`src/rtl/uart_rx_oversample.sv`:
```
// rtl/uart_rx_oversample.sv - oversampling 8N1 UART receiver with majority vote and false-start rejection
module uart_rx_oversample #(
  parameter int CLOCK_FREQUENCY = 100000000,
  parameter int BAUD_RATE       = 115200,
  parameter int OVERSAMPLE      = 16
) (
  input  logic       clock,
  input  logic       reset,
  input  logic       serial_rx,
  output logic       rx_valid,
  output logic [7:0] rx_data,
  output logic       rx_frame_error,
  output logic       rx_busy
);

  localparam int TICK_DIV = CLOCK_FREQUENCY / (BAUD_RATE * OVERSAMPLE);
  localparam int DIV_W    = (TICK_DIV > 1) ? $clog2(TICK_DIV) : 1;
  localparam int SMP_W    = $clog2(OVERSAMPLE);
  localparam int M        = OVERSAMPLE / 2;

  localparam logic [DIV_W-1:0] DIV_LAST = DIV_W'(TICK_DIV - 1);
  localparam logic [SMP_W-1:0] SMP_LAST = SMP_W'(OVERSAMPLE - 1);
  localparam logic [SMP_W-1:0] SMP_A    = SMP_W'(M - 1);
  localparam logic [SMP_W-1:0] SMP_B    = SMP_W'(M);
  localparam logic [SMP_W-1:0] SMP_V    = SMP_W'(M + 1);

  localparam logic [1:0] S_IDLE  = 2'd0;
  localparam logic [1:0] S_START = 2'd1;
  localparam logic [1:0] S_DATA  = 2'd2;
  localparam logic [1:0] S_STOP  = 2'd3;

  logic             sync1;
  logic             rx_s;
  logic             prev_s;
  logic [DIV_W-1:0] div_cnt;
  logic             tick;
  logic [1:0]       state;
  logic [SMP_W-1:0] smp_cnt;
  logic [2:0]       bit_cnt;
  logic             smp_a;
  logic             smp_b;
  logic [7:0]       shreg;
  logic             vote;
  logic             wrap;

  assign tick    = (div_cnt == DIV_LAST);
  assign wrap    = (smp_cnt == SMP_LAST);
  assign vote    = (smp_a & smp_b) | (smp_a & rx_s) | (smp_b & rx_s);
  assign rx_busy = (state != S_IDLE);

  // Synchroniser and edge history reset to the idle (high) line level.
  always_ff @(posedge clock or negedge reset) begin
    if (!reset) begin
      sync1  <= 1'b1;
      rx_s   <= 1'b1;
      prev_s <= 1'b1;
    end else begin
      sync1 <= serial_rx;
      rx_s  <= sync1;
      if (tick) prev_s <= rx_s;
    end
  end

  always_ff @(posedge clock or negedge reset) begin
    if (!reset) begin
      div_cnt <= '0;
    end else if (tick) begin
      div_cnt <= '0;
    end else begin
      div_cnt <= div_cnt + 1'b1;
    end
  end

  always_ff @(posedge clock or negedge reset) begin
    if (!reset) begin
      state          <= S_IDLE;
      smp_cnt        <= '0;
      bit_cnt        <= '0;
      smp_a          <= 1'b0;
      smp_b          <= 1'b0;
      shreg          <= '0;
      rx_data        <= '0;
      rx_valid       <= 1'b0;
      rx_frame_error <= 1'b0;
    end else begin
      rx_valid       <= 1'b0;
      rx_frame_error <= 1'b0;
      if (tick) begin
        if (smp_cnt == SMP_A) smp_a <= rx_s;
        if (smp_cnt == SMP_B) smp_b <= rx_s;
        case (state)
          S_IDLE: begin
            if (prev_s && !rx_s) begin
              state   <= S_START;
              smp_cnt <= SMP_W'(1);
            end
          end
          S_START: begin
            if (smp_cnt == SMP_V && vote) begin
              state   <= S_IDLE;
              smp_cnt <= '0;
            end else if (wrap) begin
              state   <= S_DATA;
              smp_cnt <= '0;
              bit_cnt <= '0;
            end else begin
              smp_cnt <= smp_cnt + 1'b1;
            end
          end
          S_DATA: begin
            if (smp_cnt == SMP_V) shreg <= {vote, shreg[7:1]};
            if (wrap) begin
              smp_cnt <= '0;
              bit_cnt <= bit_cnt + 3'd1;
              if (bit_cnt == 3'd7) state <= S_STOP;
            end else begin
              smp_cnt <= smp_cnt + 1'b1;
            end
          end
          S_STOP: begin
            // Leave at the vote so the tail of the stop bit absorbs baud drift.
            if (smp_cnt == SMP_V) begin
              state   <= S_IDLE;
              smp_cnt <= '0;
              if (vote) begin
                rx_data  <= shreg;
                rx_valid <= 1'b1;
              end else begin
                rx_frame_error <= 1'b1;
              end
            end else begin
              smp_cnt <= smp_cnt + 1'b1;
            end
          end
          default: state <= S_IDLE;
        endcase
      end
    end
  end

endmodule
```
`config.mk`:
```
export PLATFORM = sky130hd
export DESIGN_NAME = uart_rx_oversample
export DESIGN_NICKNAME = d
export VERILOG_FILES = /design/src/rtl/uart_rx_oversample.sv
export SDC_FILE = /design/constraint.sdc
export NUM_CORES = 1
export LEC_CHECK = 0
export ABC_CLOCK_PERIOD_IN_PS = 1700
export CAP_MARGIN = 40
export CORE_MARGIN = 5
export CORE_UTILIZATION = 40
export CTS_CLUSTER_SIZE = 40
export DETAILED_ROUTE_END_ITERATION = 8
export DONT_BUFFER_PORTS = 1
export SYNTH_ARGS = -nofsm -noshare
export SYNTH_HDL_FRONTEND = slang
export SYNTH_SLANG_ARGS = --single-unit
```
`constraint.sdc`:
```
create_clock -name clock -period 1.7 [get_ports clock]
set_input_delay 0.34 -clock clock [delete_from_list [all_inputs] [get_ports clock]]
set_output_delay 0.34 -clock clock [all_outputs]
set_load 0.005 [all_outputs]
```
==> results.sh <==
export IMPL_netlist_top_cell_by_area="dfrtp_1"
export IMPL_synth_area_top_cells="dfrtp_1, mux2_2, ha_1"
export IMPL_num_rows=24
export IMPL_syn2layout_area_growth_pct=23.72
export IMPL_ys_async_sr_fraction=1.000
export IMPL_synth_top_area_share=0.4912
export IMPL_syn_num_nets=156
export IMPL_critPathKind="reg -> reg"
export IMPL_yosysWarnings=0
export IMPL_diodes=0
export IMPL_core_area_mm2=0.004354
export IMPL_nNetsFinal=181
export IMPL_reg2reg_depth=6
export IMPL_overflow=0
export IMPL_finalHoldViolations=0
export IMPL_arrival_ns=1.93
export IMPL_cp_required_ns=1.87
export IMPL_leakagePower_nw=1.045
export IMPL_min_period_over_period=1.036
export IMPL_outcome="finished, violations left"
export IMPL_avgSynthCellArea_um2=12.21
export IMPL_reg2reg_from="smp_cnt[0]"
export IMPL_drt_iter0_markers=73
export IMPL_cts_buffer_depth=2
export IMPL_start_util=0.4095
export IMPL_cp_startpoint="smp_cnt[0]"
export IMPL_syn_inst=146
export IMPL_rsz0062_at_grt="true"
export IMPL_fillCellCount=365
export IMPL_grt_pass1_wl_um=6216
export IMPL_critPathLaunchType="flop"
export IMPL_yosys_most_used_dff="dfrtp_1"
export IMPL_synth_area_mm2=0.001783
export IMPL_dieWidth_um=76.77
export IMPL_fin_ws_ns=-0.06061
export IMPL_drt_vias_per_instance=5.411
export IMPL_cts_tree="done"
export IMPL_numCtsBuffers=5
export IMPL_min_period_ns=1.761
export IMPL_grt_usage=0.1302
export IMPL_wl_um=3562
export IMPL_finClkSkew_ns=0.006127
export IMPL_violations="setup timing"
export IMPL_vias=1212
export IMPL_synth_most_common_cell="dfrtp_1"
export IMPL_clk_pin_slew_ns=0.07
export IMPL_critPathMaxFanout=6
export IMPL_r2r_end="state[0]"
export IMPL_antenna_found_initial=0
export IMPL_io_pins=14
export IMPL_hold_depth=0
export IMPL_drive_gt1_frac=0.4186
export IMPL_critPathCapture="state[0]"
export IMPL_drt_pass1_iterations=5
export IMPL_grt_start_max_net_pins=39
export IMPL_maxCapViolations=0
export IMPL_yosys_cell_types_count=43
export IMPL_slew_headroom=0.7519
export IMPL_synthTopCellsByCount="dfrtp_1, mux2_2, nand2_1, nor2_1, inv_1"
export IMPL_ir_worst_vdd_v=0.0006466
export IMPL_p_total_mw=1.519
export IMPL_numPortBuffers=0
export IMPL_drc_errors=0
export IMPL_insertion_delay_ns=0.28
export IMPL_antenna_left=0
export IMPL_hpwlAfterDp_um=2450
export IMPL_reg2reg_slack_ns=-0.06
export IMPL_slew_viol_final=0
export IMPL_die_y_um=76.77
export IMPL_endpoint_kind="flop"
export IMPL_cts_sinks=38
export IMPL_finalWeightedCongestion=0.8436
export IMPL_cts_root_buf="clkbuf_8"
export IMPL_die_area_mm2=0.005893
export IMPL_wl_per_cell_um=15.90
export IMPL_htreeDepth=2
export IMPL_synth_edf_count=0
export IMPL_ys_seq_area_frac=0.5354
export IMPL_clock_fmax_mhz=568.0
export IMPL_max_slew_worst_pin_slew_ns=0.3721
export IMPL_synth_ff_latch_count=38
export IMPL_finalSetupTns_ns=-0.2295
export IMPL_setup_viol=11
export IMPL_hp_class="in -> reg"
export IMPL_power_density_mw_per_mm2=688.4
export IMPL_grt_pass1_vias=1264
## power by group
part           switching, mW  internal [mW]
clock                  0.300          0.284
combinational         0.0176        0.00671
sequential           0.00171          0.908
total                  0.320           1.20
## per-stage QoR
step	setup slack, ns	instances	hold slack, ns	util	instance area, um^2
3_3_place_gp	-0.09068	210	0.04607	0.4500	1959
2_1_floorplan	0.001411	146	0.04441	-	1783
3_5_place_dp	-0.1680	210	0.04604	0.4500	1959
6_report	-0.06061	224	0.05045	0.5066	2206
5_1_grt	-0.1276	224	0.02994	0.5066	2206
4_1_cts	-0.02269	221	0.03922	0.4830	2103
## timing repair
item                                    4_1_cts  5_1_grt
resized for setup                            11       18
endpoints found under the setup margin       24       26
hold endpoints to repair                     38        0
hold buffers                                  2        0
setup buffers                                 2        3
gates cloned                                  0        0
pin swaps                                     5       12
## per-layer routing
metal	up-vias	wire length (um)	track usage
li1	573	-	-
met3	9	123	0.03981
met5	-	0	0
met4	0	65	0.04196
met1	611	1615	0.1693
met2	19	1757	0.2063
## critical path: stages, from the launching register on
cell and delay [ns]:
dfrtp_2 0.45, ha_4 0.17, and3b_2 0.25, a2111oi_4 0.46
buf_4 0.20, o31ai_4 0.08, o41ai_4 0.06
## worst min-delay path by stage
stage,start,end
final,serial_rx,sync1
after global routing,serial_rx,sync1
after CTS,serial_rx,sync1
after detailed placement,reset,smp_cnt[0]
after global placement,reset,smp_cnt[2]
after floorplan,reset,async pin
## registers in the layout, indices dropped and copies added, names as in the netlist, named ones only
| register | cells |
|---|---|
| shreg | 8 |
| div_cnt | 6 |
| smp_b | 1 |
| rx_frame_error | 1 |
| bit_cnt | 3 |
| smp_cnt | 4 |
| rx_s | 1 |
| smp_a | 1 |
| state | 1 |
| rx_valid | 1 |
| sync1 | 1 |
| prev_s | 1 |
| rx_data | 8 |
## cells in the final DEF, fill, tap and decap left out, types with 3 or more instances in the layout
cell type | synthesis | final
a21oi_1 | 3 | 3
clkbuf_8 | 0 | 5
dfstp_2 | 3 | 3
nand3_1 | 6 | 6
buf_4 | 1 | 22
nand2_1 | 9 | 9
ha_1 | 7 | 5
and3_4 | 0 | 3
mux2_2 | 19 | 11
mux2_4 | 0 | 8
dfrtp_1 | 35 | 34
nor2_1 | 9 | 8
inv_1 | 8 | 7
## area by class of cell
type	count	area, um^2	area share
Clock buffer	6	72.57	0.03290
Clock inverter	2	10.01	0.004538
Inverter	8	30.03	0.01361
Multi-Input combinational cell	94	877.1	0.3976
Sequential cell	38	955.9	0.4334
Tap cell	52	65.06	0.02950
Timing Repair Buffer	24	195.2	0.08849
## kinds of logic (layout without fill, tap and decap cells)
group	Yosys count	in the layout	share of synthesized area
fa+ha+maj	8	8	0.05544
simple gates	43	43	0.1312
buf+inv	14	40	0.03720
flops	38	38	0.5354
xor+xnor	4	4	0.01965
mux	20	20	0.1256
compound gates	19	19	0.09544
Power figures use the tool's default switching activity.
